$ cat config.mk
export PLATFORM = sky130hd
export DESIGN_NAME = pwm_demodulator_flat
export DESIGN_NICKNAME = d
export VERILOG_FILES = /design/src/rtl/pwm_demodulator_if.sv /design/src/rtl/pwm_demodulator.sv /design/src/flat_wrapper.sv
export SDC_FILE = /design/constraint.sdc
export NUM_CORES = 1
export LEC_CHECK = 0
export BUFFER_PORTS_ARGS = -buffer_cell sky130_fd_sc_hd__buf_4
export CORE_MARGIN = 3
export CORE_UTILIZATION = 40
export DETAILED_ROUTE_END_ITERATION = 12
export GPL_ROUTABILITY_DRIVEN = 0
export PLACE_DENSITY = 0.59
export SYNTH_ARGS = -nofsm -noshare
export SYNTH_HDL_FRONTEND = slang
export SYNTH_SLANG_ARGS = --single-unit
export TNS_END_PERCENT = 1
$ cat constraint.sdc
create_clock -name clk -period 5.1 [get_ports clk]
set_input_delay 0.765 -clock clk [delete_from_list [all_inputs] [get_ports clk]]
set_output_delay 0.765 -clock clk [all_outputs]
set_load 0.03 [all_outputs]
$ cat src/rtl/pwm_demodulator_if.sv
// pwm_demodulator_if
//   Groups the PWM input and the measurement results of pwm_demodulator.
//   master : PWM source / result consumer (drives pwm_in, reads results)
//   slave  : the demodulator (reads pwm_in, drives results)
//   Signals: pwm_in, duty[MOD_WIDTH], high_cnt[CNT_WIDTH], period_cnt[CNT_WIDTH],
//            duty_valid, busy, timeout, overrun.
interface pwm_demodulator_if #(
    parameter int CNT_WIDTH = 16,
    parameter int MOD_WIDTH = 8
);
    logic                 pwm_in;
    logic [MOD_WIDTH-1:0] duty;
    logic [CNT_WIDTH-1:0] high_cnt;
    logic [CNT_WIDTH-1:0] period_cnt;
    logic                 duty_valid;
    logic                 busy;
    logic                 timeout;
    logic                 overrun;

    modport master (
        output pwm_in,
        input  duty, high_cnt, period_cnt, duty_valid, busy, timeout, overrun
    );

    modport slave (
        input  pwm_in,
        output duty, high_cnt, period_cnt, duty_valid, busy, timeout, overrun
    );
endinterface

$ cat src/rtl/pwm_demodulator.sv
// pwm_demodulator
//   Measures an active-high PWM waveform in clk cycles. Each accepted period
//   reports the high time, the period length and a normalized duty value
//   floor(high * 2^MOD_WIDTH / period) from a bit-serial restoring divider.
//   A line stuck for 2^CNT_WIDTH-1 cycles raises a timeout level.
//   Ports:
//     clk   - system clock
//     nrst  - asynchronous active-low reset
//     bus   - pwm_demodulator_if.slave (pwm_in in; duty, high_cnt, period_cnt,
//             duty_valid, busy, timeout, overrun out; all outputs registered)
module pwm_demodulator #(
    parameter int CNT_WIDTH = 16,
    parameter int MOD_WIDTH = 8
) (
    input  logic               clk,
    input  logic               nrst,
    pwm_demodulator_if.slave   bus
);
    localparam int BIT_W = (MOD_WIDTH > 1) ? $clog2(MOD_WIDTH) : 1;
    localparam logic [CNT_WIDTH-1:0] CNT_MAX = {CNT_WIDTH{1'b1}};

    typedef enum logic [1:0] {
        ST_IDLE = 2'd0,
        ST_DIV  = 2'd1,
        ST_DONE = 2'd2
    } state_e;

    state_e               state_q, state_d;
    logic                 sync1_q, sync1_d, sync2_q, sync2_d, prev_q, prev_d;
    logic [CNT_WIDTH-1:0] cnt_q, cnt_d, cap_h_q, cap_h_d;
    logic                 armed_q, armed_d;
    logic [CNT_WIDTH:0]   rem_q, rem_d;
    logic [CNT_WIDTH-1:0] div_p_q, div_p_d, div_h_q, div_h_d;
    logic [MOD_WIDTH-1:0] quot_q, quot_d;
    logic [BIT_W-1:0]     bit_q, bit_d;
    logic [MOD_WIDTH-1:0] duty_q, duty_d;
    logic [CNT_WIDTH-1:0] high_cnt_q, high_cnt_d, period_cnt_q, period_cnt_d;
    logic                 duty_valid_q, duty_valid_d, busy_q, busy_d;
    logic                 timeout_q, timeout_d, overrun_q, overrun_d;

    logic                 rise_s, fall_s, ge_s;
    logic [CNT_WIDTH:0]   rem_dbl_s, p_ext_s, rem_step_s;
    logic [MOD_WIDTH-1:0] quot_step_s;

    // Next-state, divider step and output computation
    always_comb begin
        state_d      = state_q;
        sync1_d      = bus.pwm_in;
        sync2_d      = sync1_q;
        prev_d       = sync2_q;
        cnt_d        = cnt_q;
        cap_h_d      = cap_h_q;
        armed_d      = armed_q;
        rem_d        = rem_q;
        div_p_d      = div_p_q;
        div_h_d      = div_h_q;
        quot_d       = quot_q;
        bit_d        = bit_q;
        duty_d       = duty_q;
        high_cnt_d   = high_cnt_q;
        period_cnt_d = period_cnt_q;
        duty_valid_d = 1'b0;
        timeout_d    = timeout_q;
        overrun_d    = 1'b0;

        rise_s = sync2_q & ~prev_q;
        fall_s = ~sync2_q & prev_q;

        // Remainder stays below P, so doubling never overflows CNT_WIDTH+1 bits.
        rem_dbl_s   = rem_q << 1;
        p_ext_s     = {1'b0, div_p_q};
        ge_s        = (rem_dbl_s >= p_ext_s);
        rem_step_s  = ge_s ? (rem_dbl_s - p_ext_s) : rem_dbl_s;
        quot_step_s = quot_q;
        quot_step_s[bit_q] = ge_s;

        if (rise_s) begin
            cnt_d = {{(CNT_WIDTH-1){1'b0}}, 1'b1};
        end else if (cnt_q != CNT_MAX) begin
            cnt_d = cnt_q + {{(CNT_WIDTH-1){1'b0}}, 1'b1};
        end else begin
            cnt_d = cnt_q;
        end

        if (fall_s) begin
            cap_h_d = cnt_q;
        end else begin
            cap_h_d = cap_h_q;
        end

        case (state_q)
            ST_IDLE: begin
                if (rise_s && armed_q) begin
                    rem_d   = {1'b0, cap_h_q};
                    div_h_d = cap_h_q;
                    div_p_d = cnt_q;
                    quot_d  = {MOD_WIDTH{1'b0}};
                    bit_d   = BIT_W'(MOD_WIDTH - 1);
                    state_d = ST_DIV;
                end else begin
                    state_d = ST_IDLE;
                end
            end
            ST_DIV: begin
                rem_d  = rem_step_s;
                quot_d = quot_step_s;
                // Results are registered on the last step so they are
                // visible exactly while the FSM sits in DONE.
                if (bit_q == {BIT_W{1'b0}}) begin
                    state_d      = ST_DONE;
                    duty_d       = quot_step_s;
                    high_cnt_d   = div_h_q;
                    period_cnt_d = div_p_q;
                    duty_valid_d = 1'b1;
                end else begin
                    bit_d = bit_q - {{(BIT_W-1){1'b0}}, 1'b1};
                end
            end
            ST_DONE: begin
                state_d = ST_IDLE;
            end
            default: begin
                state_d = ST_IDLE;
            end
        endcase

        overrun_d = rise_s && armed_q && (state_q != ST_IDLE);

        // The divider is always idle here: a timeout needs far more cycles
        // than a division takes.
        if (rise_s) begin
            armed_d   = 1'b1;
            timeout_d = 1'b0;
        end else if (armed_q && (cnt_q == CNT_MAX)) begin
            armed_d      = 1'b0;
            timeout_d    = 1'b1;
            duty_d       = sync2_q ? {MOD_WIDTH{1'b1}} : {MOD_WIDTH{1'b0}};
            duty_valid_d = 1'b1;
        end else begin
            armed_d   = armed_q;
            timeout_d = timeout_q;
        end

        busy_d = (state_d == ST_DIV);
    end

    // FSM state register
    always_ff @(posedge clk or negedge nrst) begin
        if (!nrst) begin
            state_q <= ST_IDLE;
        end else begin
            state_q <= state_d;
        end
    end

    // Synchronizer, counter, divider datapath and output registers
    always_ff @(posedge clk or negedge nrst) begin
        if (!nrst) begin
            sync1_q      <= 1'b0;
            sync2_q      <= 1'b0;
            prev_q       <= 1'b0;
            cnt_q        <= {CNT_WIDTH{1'b0}};
            cap_h_q      <= {CNT_WIDTH{1'b0}};
            armed_q      <= 1'b0;
            rem_q        <= {(CNT_WIDTH+1){1'b0}};
            div_p_q      <= {CNT_WIDTH{1'b0}};
            div_h_q      <= {CNT_WIDTH{1'b0}};
            quot_q       <= {MOD_WIDTH{1'b0}};
            bit_q        <= {BIT_W{1'b0}};
            duty_q       <= {MOD_WIDTH{1'b0}};
            high_cnt_q   <= {CNT_WIDTH{1'b0}};
            period_cnt_q <= {CNT_WIDTH{1'b0}};
            duty_valid_q <= 1'b0;
            busy_q       <= 1'b0;
            timeout_q    <= 1'b0;
            overrun_q    <= 1'b0;
        end else begin
            sync1_q      <= sync1_d;
            sync2_q      <= sync2_d;
            prev_q       <= prev_d;
            cnt_q        <= cnt_d;
            cap_h_q      <= cap_h_d;
            armed_q      <= armed_d;
            rem_q        <= rem_d;
            div_p_q      <= div_p_d;
            div_h_q      <= div_h_d;
            quot_q       <= quot_d;
            bit_q        <= bit_d;
            duty_q       <= duty_d;
            high_cnt_q   <= high_cnt_d;
            period_cnt_q <= period_cnt_d;
            duty_valid_q <= duty_valid_d;
            busy_q       <= busy_d;
            timeout_q    <= timeout_d;
            overrun_q    <= overrun_d;
        end
    end

    assign bus.duty       = duty_q;
    assign bus.high_cnt   = high_cnt_q;
    assign bus.period_cnt = period_cnt_q;
    assign bus.duty_valid = duty_valid_q;
    assign bus.busy       = busy_q;
    assign bus.timeout    = timeout_q;
    assign bus.overrun    = overrun_q;
endmodule

$ cat src/flat_wrapper.sv
// flat-port wrapper written by rule: the top's interface ports become plain ports
module pwm_demodulator_flat 
#(
    parameter int CNT_WIDTH = 16,
    parameter int MOD_WIDTH = 8
)
  (clk, nrst, bus_pwm_in, bus_duty, bus_high_cnt, bus_period_cnt, bus_duty_valid, bus_busy, bus_timeout, bus_overrun);
  pwm_demodulator_if #(.CNT_WIDTH(CNT_WIDTH), .MOD_WIDTH(MOD_WIDTH)) bus_i ();
  input  logic clk;
  input  logic nrst;
  input wire logic [$bits(bus_i.pwm_in)-1:0] bus_pwm_in;
  output wire logic [$bits(bus_i.duty)-1:0] bus_duty;
  output wire logic [$bits(bus_i.high_cnt)-1:0] bus_high_cnt;
  output wire logic [$bits(bus_i.period_cnt)-1:0] bus_period_cnt;
  output wire logic [$bits(bus_i.duty_valid)-1:0] bus_duty_valid;
  output wire logic [$bits(bus_i.busy)-1:0] bus_busy;
  output wire logic [$bits(bus_i.timeout)-1:0] bus_timeout;
  output wire logic [$bits(bus_i.overrun)-1:0] bus_overrun;
  assign bus_i.pwm_in = bus_pwm_in;
  assign bus_duty = bus_i.duty;
  assign bus_high_cnt = bus_i.high_cnt;
  assign bus_period_cnt = bus_i.period_cnt;
  assign bus_duty_valid = bus_i.duty_valid;
  assign bus_busy = bus_i.busy;
  assign bus_timeout = bus_i.timeout;
  assign bus_overrun = bus_i.overrun;
  pwm_demodulator #(.CNT_WIDTH(CNT_WIDTH), .MOD_WIDTH(MOD_WIDTH)) u_core (.clk(clk), .nrst(nrst), .bus(bus_i));
endmodule
* Word-level counts from Yosys, hierarchy flattened
Index checks and enable logic that the tools add are counted.
** Storage, ports and cells
- Register bits after elaboration :: 141
- Bits of input ports :: 3
- Output and inout port bits :: 44
- Logic and storage cells :: 78
** Cells by class
- Add/sub/neg operators :: 3
- $lt $le $gt $ge :: 3
- Equal/unequal tests :: 6
- Muxes and demuxes :: 29
- Bitwise operators :: 4
- Reductions and logical operators :: 14
** Operator list (number)
- 2-to-1 mux 16 bit :: 4
- 2-to-1 mux 8 bit :: 6
- case mux 16 bit (2 select lines) :: 1
- >= comparator 17 x 16 -> 1 bit :: 1
- adder 16 x 1 -> 16 bit, second input constant :: 1
- equality test 16 bit, second input constant :: 1
- inequality test 16 bit, second input constant :: 1
- case mux 8 bit (2 select lines) :: 1
- subtractor 16 bit :: 1
- 2-to-1 mux 1 bit :: 10
- bitwise mux 8 bit :: 1
- nonzero test 2 bit :: 4
- 2-to-1 mux 3 bit :: 2
- case mux 3 bit (2 select lines) :: 1
- AND reduction 2 bit :: 3
- equality test 2 x 1 -> 1 bit, second input constant :: 2
- logical AND 1 bit :: 4
- less-than comparator 3 x 4 -> 1 bit, second input constant :: 1
- case mux 2 bit (2 select lines) :: 1
- demux 1 bit (select 3 bit) :: 1
- >= comparator 3 x 1 -> 1 bit, second input constant :: 1
- logical NOT 3 bit :: 1
- AND reduction 3 bit :: 1
- subtractor 3 x 1 -> 3 bit, second input constant :: 1
- 6 further kinds :: 8

* Longest topological paths before layout
Gate-level depths: netlist of run 1.
- Word-level depth :: 9
- Depth in mapped cells :: 11
- Gate-level depth less buffers :: 9

* Worst setup path after synthesis of run 1
OpenSTA, ideal clock, no wires.
- Path type :: register to register
- Start point :: register u_core.rem_q[11]
- End point :: register u_core.rem_q[12]
- Setup time :: 0.135 ns
- Data arrival time :: 2.150 ns
- Required time :: 4.965 ns
- Slack :: 2.815 ns
- Cell stages (with the launch flop) :: 10
- Buffers on the path :: 2
- Period minus slack after synthesis :: 2.285 ns
- Cell sequence :: dfrtp_1 > ha_1 > a21oi_1 > o21ai_2 > nor2b_1 > a2111o_1 > buf_6 > buf_6 > o2111ai_1 > o211ai_1
** Between the ends
- Word-level cells in the longest chain between the ends :: 3
- Elaborated cells on any way between the ends :: 4
- Classes of those cells :: add/sub (1); order compare (1); mux (2)
** Ends and longest elaborated chain
- from (decl) :: line pwm_demodulator.sv:32 : logic [CNT_WIDTH:0] rem_q, rem_d;
- from (signal assigned) :: line pwm_demodulator.sv:165 : rem_q <= {(CNT_WIDTH+1){1'b0}};
- from (signal assigned) :: line pwm_demodulator.sv:184 : rem_q <= rem_d;
- subtractor 16 bit or >= comparator 17 x 16 -> 1 bit (tied branches) :: line pwm_demodulator.sv:73, pwm_demodulator.sv:72
- 2-to-1 mux 16 bit (*) :: line pwm_demodulator.sv:73 : rem_step_s = ge_s ? (rem_dbl_s - p_ext_s) : rem_dbl_s;
- case mux 16 bit (2 select lines) (*) :: line pwm_demodulator.sv:91 : case (state_q)
Every way passes the cells marked *; elsewhere a longest branch is shown, timed or not.
A chain may end at the register's enable or synchronous reset.

* Worst setup path after layout of run 1
- Start point :: register u_core.bit_q[1]
- End point :: register u_core.duty_q[3] (netlist: u_core.bus.duty[3])
** Between the ends
- Word-level cells in the longest chain between the ends :: 9
- Elaborated cells on any way between the ends :: 11
- Classes of those cells :: order compare (2); mux (7); reduce/logical (2)
** Ends and longest elaborated chain
- from (decl) :: line pwm_demodulator.sv:35 : logic [BIT_W-1:0] bit_q, bit_d;
- from (signal assigned) :: line pwm_demodulator.sv:169 : bit_q <= {BIT_W{1'b0}};
- from (signal assigned) :: line pwm_demodulator.sv:188 : bit_q <= bit_d;
- less-than comparator 3 x 4 -> 1 bit (implied by the code) or >= comparator 3 x 1 -> 1 bit (tied branches) :: line pwm_demodulator.sv:75 : quot_step_s[bit_q] = ge_s;
- logical AND 1 bit (implied by the code) :: line pwm_demodulator.sv:75
- 2-to-1 mux 1 bit (implied by the code) :: line pwm_demodulator.sv:75
- demux 1 bit (select 3 bit)
- bitwise mux 8 bit :: line pwm_demodulator.sv:75
- 2-to-1 mux 8 bit (*) :: line pwm_demodulator.sv:109 : if (bit_q == {BIT_W{1'b0}}) begin
- 2-to-1 mux 8 bit (*) :: line pwm_demodulator.sv:91
- 2-to-1 mux 8 bit :: line pwm_demodulator.sv:134 : end else if (armed_q && (cnt_q == CNT_MAX)) begin
- 2-to-1 mux 8 bit (*) :: line pwm_demodulator.sv:131 : if (rise_s) begin
- net u_core.duty_d[3] :: line pwm_demodulator.sv:36 : logic [MOD_WIDTH-1:0] duty_q, duty_d;
- to (signal assigned) :: line pwm_demodulator.sv:170 : duty_q <= {MOD_WIDTH{1'b0}};
- to (signal assigned) :: line pwm_demodulator.sv:189 : duty_q <= duty_d;
- to (decl) :: line pwm_demodulator.sv:36
Mark *: on every way through the listed nets, which the timed path passes. The rest lies on a longest branch.

==> impl_metrics.tcl, run 1 <==
set metrics [dict create \
    outcome "complete, no violations" \
    worst-slew-pin-transition_ps 1060 \
    synth_edf_count 0 \
    fin_cells 947 \
    via_per_inst 5.58 \
    io_buffers 46 \
    ys_types 66 \
    skew_ps 7.30 \
    via_count 5286 \
    synth_ff_type "dfrtp_1" \
    synth-async-reset-ratio_pct 100 \
    dieArea_um2 19000 \
    cts_root_buf "clkbuf_16" \
    register_area_um2 3530 \
    cts.sinks 141 \
    post-route-period-util_pct 59.1 \
    max_slew_margin_pct 29.0 \
    rsz0062_at_grt "false" \
    hold_path.class "flip-flop to flip-flop" \
    cts_buffers 17 \
    nets 737 \
    whs_ps 349 \
    finalSetupTns_ps 0 \
    worstPathRequired_ps 5400 \
    cp-end-kind "flip-flop" \
    arrival_ps 3310 \
    drt_iter0_drc 498 \
    dr.pass1.iters 8 \
    grt_pass1_vias 5289 \
    insertion_delay_ps 420 \
    cts_buffer_depth 2 \
    cts_resized 0 \
    cts_tree "yes" \
    synthesis.nets 700 \
    rows 47 \
    fp.coreArea_um2 16800 \
    power_density_nw_per_um2 593 \
    yosysWarningCount 0 \
    grt_max_degree 98 \
    drive_gt1_share_pct 20.8 \
    vdd_ir_drop_max_v 0.000299 \
    die_h_um 138 \
    synth_cells 677 \
    postCtsSetupBuffers 0 \
    grt_pass1_wl_um 27600 \
    final_core_util_pct 47.8 \
    worst-path-max-fanout 35 \
    ys_seq_area_share_pct 50.6 \
    cts_hold_buf 0 \
    max_cap_viol_count 0 \
    routed_wl_um 16600 \
    antenna_found_initial 0 \
    ioPinCount 47 \
    area_growth_pct 15.3 \
    drc 0 \
    drv_slew 0 \
    path_clk_slew_ps 60 \
    min_period_ps 3010 \
    hold_violations 0 \
    p_leak_nw 3.72 \
    setup-violations-final 0 \
    place_inst 915 \
    grt-ovfl-total 0 \
    fmax_mhz 332 \
    postSynthAreaPerCell_um2 10.3 \
    wire_per_inst_um 17.5 \
    setup.worst_path.class "flip-flop to flip-flop" \
    cp-start-kind "flip-flop" \
    diodes 0 \
    synth_seq_cells 141 \
    synth_area_um2 6970 \
    track_usage_pct 17.8 \
    place.detailed.hpwl_um 11600 \
    ant_nets 0 \
    multi_input_area_um2 3170 \
    n_fill_cell 1583 \
    finalPower_mw 4.77 \
    cts_max_level 4 \
    die_w_um 138 \
    start_util_pct 41.5 \
]
==> worst paths after layout <==
| check | start | to | slack (ps) | depth (start not counted) |
|---|---|---|---|---|
| worst min register to register | u_core.sync1_q | u_core.prev_d | 350 | 0 |
| worst max register to register | u_core.bit_q[1] | u_core.bus.duty[3] | 2090 | 6 |
| worst max-delay path | u_core.bit_q[1] | u_core.bus.duty[3] | 2090 | 6 |
| worst min-delay path | u_core.sync1_q | u_core.prev_d | 350 | 0 |
| min in group asynchronous | nrst | u_core.sync1_q | 410 | 1 |
| max in group asynchronous | nrst | u_core.armed_q | 3590 | 2 |
==> kinds of logic (layout without fill, tap and decap cells) <==
group,after synthesis,after routing,share of synthesized area (%)
AOI/OAI and AO/OA,147,147,15.3
xor gates and xnor gates,20,20,2.51
adders and majority gates,20,20,3.70
buffers and inverters,60,110,4.13
DFF,141,141,50.6
muxes,51,51,8.17
and+or+nand+nor,238,238,15.6
==> cell usage in the layout (no fill, tap or decap), types with 7 or more instances in the layout <==
cell type  count
a21oi_1       18
a22oi_1       16
buf_4         51
clkbuf_16     17
dfrtp_1      141
ha_1          19
inv_1         26
mux2_2        47
nand2_1      109
nand2b_1       8
nand3_1       17
nand4_1        8
nor2_1        49
nor2b_1        7
nor3_1        19
o2111ai_1      7
o211ai_1      23
o21ai_0       35
xnor2_1       11
xor2_1         9
==> final cells by class <==
class | count | share of cell area [%]
flip-flops and latches | 141 | 43.9
multi-input cells | 476 | 39.4
clock buffers | 22 | 6.02
repair buffers | 52 | 4.90
well taps | 220 | 3.42
inverters | 26 | 1.21
clock inverters | 10 | 1.11
==> metal layers <==
| metal | routed length (um) | share of wire, % | track usage [%] | vias to the layer above |
|---|---|---|---|---|
| met3 | 814 | 4.9 | 3.69 | 27 |
| li1 | - | - | - | 2479 |
| met4 | 413 | 2.5 | 7.07 | 0 |
| met1 | 7710 | 47 | 24.6 | 2628 |
| met2 | 7610 | 46 | 27.5 | 152 |
| met5 | 0 | 0 | 0 | - |
==> metrics by stage <==
step           setup slack, ps  cell area [um^2]
2_1_floorplan             2820              6970
3_3_place_gp              2300              7460
3_5_place_dp              2050              7460
4_1_cts                   2040              8040
5_1_grt                   1790              8040
6_report                  2090              8040
==> state kept, by name, indices dropped and copies added (netlist names) <==
register and flops:
u_core.rem_q 16, u_core.bus.high_cnt 16, u_core.quot_q 8, u_core.prev_q 1
u_core.div_p_q 16, u_core.bus.overrun 1, u_core.bus.duty_valid 1, u_core.div_h_q 16
u_core.bit_q 3, u_core.armed_q 1, u_core.bus.busy 1, u_core.state_q 2
u_core.cnt_q 16, u_core.prev_d 1, u_core.bus.period_cnt 16, u_core.bus.duty 8
u_core.sync1_q 1, u_core.bus.timeout 1, u_core.cap_h_q 16
==> power breakdown <==
| part | total [mW] | internal (mW) | leakage [nW] | switching (mW) |
|---|---|---|---|---|
| clock | 1.17 | 0.719 | 0.274 | 0.456 |
| combinational | 2.02 | 0.795 | 1.57 | 1.23 |
| sequential | 1.57 | 1.36 | 1.88 | 0.218 |
==> worst max-delay path, cell delays in order, from the launching register on <==
cell	delay (ps)
dfrtp_1	480
inv_1	220
ha_1	200
nor2b_1	240
nor2b_4	910
nand2_1	410
o311ai_1	430
==> synthesized netlist by cell type, drive strengths merged (2+ instances only) <==
cell | count | area share [%]
o311ai | 4 | 0.50
nand2 | 109 | 5.9
a31oi | 4 | 0.36
xor2 | 9 | 1.1
or3 | 4 | 0.47
mux2 | 47 | 7.6
a21oi | 19 | 1.4
nand4 | 8 | 0.72
o31ai | 5 | 0.54
o21ai | 39 | 3.1
ha | 19 | 3.4
o2111ai | 7 | 0.88
and3 | 5 | 0.45
dfrtp | 141 | 51
a21o | 6 | 0.66
o21bai | 2 | 0.22
inv | 26 | 1.4
a32o | 2 | 0.29
a22oi | 16 | 1.7
a2111oi | 2 | 0.52
nand3 | 17 | 1.2
nor4 | 3 | 0.27
o31a | 2 | 0.29
xnor2 | 11 | 1.4
mux2i | 4 | 0.57
a31o | 2 | 0.25
o211ai | 23 | 2.5
a211oi | 4 | 0.68
nor2b | 8 | 0.72
nor3 | 20 | 1.5
nor2 | 49 | 2.6
nand2b | 8 | 0.72
buf | 12 | 1.5
clkbuf | 22 | 1.2
o41ai | 2 | 0.36
Note: power is estimated with default switching activity, not from simulation.
==> inputs of run 2 (changes only) <==
ABC_AREA = 1   (was default)
PLACE_DENSITY = 0.61   (was 0.59)
clock period = 2.53 ns   (was 5.1 ns; I/O delays follow)
==> impl_metrics.tcl, run 2 <==
set metrics [dict create \
    dieArea_um2 19300 \
    drive_gt1_share_pct 15.3 \
    p_leak_nw 4.14 \
    r2r-end "u_core.rem_q[8]" \
    die_w_um 139 \
    power_switching_mw 3.99 \
    cts_buffer_depth 2 \
    synth_ff_type "dfrtp_1" \
    path_clk_slew_ps 60 \
    yosys.area.top_type_share_pct 49.9 \
    p_int_mw 5.77 \
    routed_wl_um 17200 \
    fin_area_um2 8300 \
    synth_seq_cells 141 \
    setup-violations-final 0 \
    grt_pass1_wl_um 28800 \
    via_count 5581 \
    dpl_cell_area_um2 7680 \
    grt-ovfl-total 0 \
    max_cap_viol_count 0 \
    path_cells "inv_1 > ha_1 > nand2_1 > nor2_1 > nand3_1 > nor2_2 > nor2_4 > nand2_4 > inv_2 > nand2_1 > nand2_1 > nand2_1 > nand2_1" \
    seq_power_share_pct 31.9 \
    worstPathRequired_ps 2840 \
    vdd_ir_drop_max_v 0.000512 \
    wire_per_inst_um 14.9 \
    r2r_setup_slack_ps 270 \
    synth_area_um2 7080 \
    synth_top_area_cell "dfrtp_1" \
    fin_cells 1153 \
    critical_path.max_stage_delay_ps 380 \
    nets 938 \
    worst-path-max-fanout 30 \
    start_util_pct 40.9 \
    power_density_nw_per_um2 1180 \
    p_clk_share_pct 26.4 \
    place_inst 1120 \
    combPwrFrac_pct 41.8 \
    cts_max_level 4 \
    antenna_found_initial 0 \
    yosysWarningCount 0 \
    postSynthAreaPerCell_um2 8.19 \
    skew_ps 9.88 \
    postCtsSetupBuffers 0 \
    max_slew_margin_pct 39.6 \
    ys_types 42 \
    cp.depth 13 \
    setup.worst_path.class "flip-flop to flip-flop" \
    post-route-period-util_pct 89.2 \
    ioPinCount 47 \
    cp-end-kind "flip-flop" \
    rr_startpoint "u_core.div_p_q[9]" \
    finalSetupTns_ps 0 \
    rows 48 \
    cts_buffers 17 \
    drv_slew 0 \
    via_per_inst 4.84 \
    synth.area.top_cells "dfrtp_1 50%, nand2_1 14%, o21ai_0 6.2%" \
    cp-startpoint "u_core.div_p_q[9]" \
    r2r_cells 13 \
    ys_top_cells_by_count "258 x nand2_1, 141 x dfrtp_1, 107 x inv_1" \
    cp-endpoint "u_core.rem_q[8]" \
    hold_start "bus_pwm_in" \
    cts_root_buf "clkbuf_16" \
    cts_tree "yes" \
    rsz0062_at_grt "false" \
    track_usage_pct 18.5 \
    worst-slew-pin-transition_ps 903 \
    fp.coreArea_um2 17300 \
    insertion_delay_ps 420 \
    min_period_ps 2260 \
    n_fill_cell 1659 \
    layout_common_cells "257 x nand2_1, 141 x dfrtp_1, 107 x inv_1, 87 x o21ai_0, 55 x buf_4" \
    fmax_mhz 443 \
    cp-start-kind "flip-flop" \
    hold_path.class "input pin to flip-flop" \
    outcome "complete, no violations" \
    synth-async-reset-ratio_pct 100 \
    ys_seq_area_share_pct 49.9 \
    arrival_ps 2570 \
    io_buffers 46 \
    drt_iter0_drc 431 \
    critPathSlowestCell "ha_1" \
    grt_pass1_vias 5482 \
    cp_common_cell "nand2_1" \
    worst-path-buf-inv 2 \
    finalPower_mw 9.75 \
    synth_most_common_cell "nand2_1" \
    cts.sinks 141 \
    die_h_um 139 \
    synth_edf_count 0 \
    place.detailed.hpwl_um 12600 \
    diodes 0 \
    area_growth_pct 17.3 \
    dr.pass1.iters 5 \
    ant_nets 0 \
    register_area_um2 3530 \
    synth_cells 864 \
    synthesis.nets 887 \
    mostFrequentLayoutCell "nand2_1" \
    critPathTopFamily "simple AND/OR/NAND/NOR gates" \
    multi_input_area_um2 2960 \
    hold_violations 0 \
    grt_max_degree 66 \
    switching_share_pct 40.9 \
    drc 0 \
]
run 2: cell count changes after synthesis, moves of 16 or more:
cell	delta
nand2_1	+149
inv_1	+81
o21ai_0	+52
mux2_2	-47
o21ai_1	+26
o211ai_1	-23
nor2_1	-16
run 2: worst min path at each step:
stage                                end  slack, ps  cells after the start
after floorplan           u_core.armed_q         80                      0
after global placement     u_core.prev_d        330                      0
after detailed placement   u_core.prev_d        340                      0
after CTS                 u_core.sync1_q         50                      1
after global routing      u_core.sync1_q         50                      1
final                     u_core.sync1_q         60                      1
run 2: logic make-up (layout without fill, tap and decap cells):
| kind of cell | Yosys count | in the layout | synth area share, % |
|---|---|---|---|
| simple gates | 387 | 387 | 24.3 |
| compound gates | 156 | 156 | 12.1 |
| buf+inv | 147 | 211 | 8.40 |
| flops | 141 | 141 | 49.9 |
| fa+ha+maj | 20 | 20 | 3.64 |
| xor+xnor | 10 | 10 | 1.24 |
| mux | 3 | 3 | 0.424 |
run 2: area by class of cell:
| cell class | instances | area share [%] |
|---|---|---|
| Timing Repair Buffer | 59 | 5.71 |
| Clock buffer | 19 | 5.34 |
| Multi-Input combinational cell | 576 | 35.6 |
| Clock inverter | 13 | 1.98 |
| Sequential cell | 141 | 42.5 |
| Tap cell | 225 | 3.39 |
| Inverter | 120 | 5.43 |
run 2: layer usage:
layer	wire length, um	up-vias	part of all wire (%)	track usage [%]
met3	470	14	2.7	3.34
met2	7800	93	45	28.3
met4	178	0	1.0	5.46
li1	-	2867	-	-
met5	0	-	0	0
met1	8780	2607	51	27.1
run 2: timing repair:
action                    in CTS  in global routing
hold endpoints to repair      61                  0
gates resized for setup        0                  0
hold buffers                   1                  0
run 2: per-stage QoR:
stage	worst slack, ps	hold slack (ps)	util [%]
6_report	272	62.6	48.0
5_1_grt	4.25	49.3	48.0
4_1_cts	274	47.8	48.0
3_5_place_dp	289	341	44.4
3_3_place_gp	296	332	44.4
2_1_floorplan	678	83.9	-
run 2: power groups by stage:
stage               registers [mW]  logic, mW  clock network (mW)
detailed placement            3.14       4.04                   0
CTS                           3.10       4.06                2.62
floorplan                     3.26       2.87                   0
global placement              3.14       4.01                   0
global route                  3.17       4.63                2.72
finish                        3.11       4.07                2.57
==> inputs of run 3 (changes only) <==
CTS_BUF_LIST = sky130_fd_sc_hd__clkbuf_8   (was default)
GPL_ROUTABILITY_DRIVEN = default   (was 0)
==> impl_metrics.tcl, run 3 (synthesized netlist as in run 2, its figures left out) <==
set metrics [dict create \
    worst-path-buf-inv 4 \
    power_switching_mw 3.82 \
    max_slew_margin_pct 38.9 \
    arrival_ps 2500 \
    cts_max_level 4 \
    grt_max_degree 69 \
    fp.coreArea_um2 17300 \
    setup-violations-final 0 \
    cts_buffers 17 \
    die_w_um 139 \
    cp-start-kind "flip-flop" \
    min_period_ps 2180 \
    outcome "complete, no violations" \
    path_cells "inv_1 > ha_1 > nand2_1 > inv_2 > nand2_1 > nand2_1 > inv_2 > nand3_2 > nand2_2 > nand2_8 > inv_2 > nand2_1 > nand2_1 > o21ai_0" \
    drt_iter0_drc 353 \
    wire_per_inst_um 15.2 \
    top_layer "met5" \
    cts.sinks 141 \
    insertion_delay_ps 450 \
    cts_tree "yes" \
    hold_path.class "input pin to flip-flop" \
    fmax_mhz 458 \
    cts_root_buf "clkbuf_8" \
    via_per_inst 4.92 \
    place_ws_ps 213 \
    worstPathRequired_ps 2840 \
    cp-startpoint "u_core.div_p_q[8]" \
    skew_ps 13.7 \
    final_core_util_pct 46.3 \
    antenna_found_initial 1 \
    switching_share_pct 43.9 \
    wl_met2_um 7660 \
    critPathSlowestCell "dfrtp_1" \
    max_cap_viol_count 0 \
    io_buffers 46 \
    cp_common_cell "nand2_1" \
    r2r-end "u_core.quot_q[2]" \
    via_count 5656 \
    combPwrFrac_pct 47.0 \
    whs_ps 44.7 \
    start_util_pct 40.9 \
    setup.worst_path.class "flip-flop to flip-flop" \
    place_inst 1119 \
    cp-endpoint "u_core.quot_q[2]" \
    gp_congestion 0.860 \
    grt_pass1_vias 5485 \
    hold_violations 0 \
    drive_gt1_share_pct 14.7 \
    ioPinCount 47 \
    grt-ovfl-total 0 \
    area_growth_pct 13.2 \
    cts_buffer_depth 2 \
    worst-slew-pin-transition_ps 914 \
    cp.depth 14 \
    routed_wl_um 17500 \
    track_usage_pct 18.7 \
    power_density_nw_per_um2 1090 \
    finalPower_mw 8.70 \
    seq_power_share_pct 35.7 \
    post-route-period-util_pct 86.3 \
    mostFrequentLayoutCell "nand2_1" \
    fin_area_um2 8010 \
    path_clk_slew_ps 80 \
    p_clk_share_pct 17.4 \
    n_fill_cell 1758 \
    dr.pass1.iters 5 \
    wl_met1_um 8820 \
    rows 48 \
    drv_slew 0 \
    finalSetupTns_ps 0 \
    grt_pass1_wl_um 29000 \
    nets 937 \
    critical_path.max_stage_delay_ps 360 \
    r2r_setup_slack_ps 350 \
    die_h_um 139 \
    drc 0 \
    ant_nets 0 \
    dr_wl_met3_um 678 \
    postCtsSetupBuffers 0 \
    rr_startpoint "u_core.div_p_q[8]" \
    fin_ws_ps 346 \
    dieArea_um2 19300 \
    p_leak_nw 4.02 \
    rsz0062_at_grt "false" \
    r2r_cells 14 \
    p_int_mw 4.88 \
    place.detailed.hpwl_um 12800 \
    vdd_ir_drop_max_v 0.000422 \
    fin_cells 1150 \
    layout_common_cells "257 x nand2_1, 141 x dfrtp_1, 111 x inv_1, 87 x o21ai_0, 54 x buf_4" \
    diodes 0 \
    critPathTopFamily "simple AND/OR/NAND/NOR gates" \
    cp-end-kind "flip-flop" \
    worst-path-max-fanout 30 \
    dpl_cell_area_um2 7670 \
]
-- run 3: what timing repair did --
item                                   in CTS  in global routing
hold buffers                                1                  0
setup endpoints to repair                   0                  3
endpoints found under the hold margin      53                  0
resized for setup                           0                  1
-- run 3: worst min path at each step --
stage              startpoint        endpoint  slack (ps)  cells after the start
6_report           bus_pwm_in  u_core.sync1_q          40                      1
5_1_grt            bus_pwm_in  u_core.sync1_q          20                      1
4_1_cts            bus_pwm_in  u_core.sync1_q          10                      1
3_5_place_dp   u_core.sync1_q   u_core.prev_d         340                      0
3_3_place_gp   u_core.sync1_q   u_core.prev_d         330                      0
2_1_floorplan            nrst  u_core.armed_q          80                      0
-- run 3: routing by layer --
layer / global-route usage (%) / up-vias
li1: - / 2854
met1: 27.6 / 2669
met2: 27.5 / 109
met3: 4.00 / 22
met4: 6.28 / 2
met5: 0 / -
-- run 3: cell type report --
cell class              count  area [um^2]  share of cell area (%)
flip-flops and latches    141         3530                    44.0
multi-input cells         576         2970                    37.0
repair buffers             58          467                    5.83
inverters                 120          450                    5.62
well taps                 225          282                    3.51
clock buffers              19          262                    3.26
clock inverters            11         57.6                   0.718
-- run 3: power by group through the flow --
stage,Sequential [mW],Combinational [mW],Clock [mW]
after floorplan,3.26,2.87,0
after global placement,3.14,4.04,0
after detailed placement,3.13,4.08,0
after CTS,3.10,4.09,1.56
after global routing,3.16,4.66,1.65
final,3.10,4.09,1.51
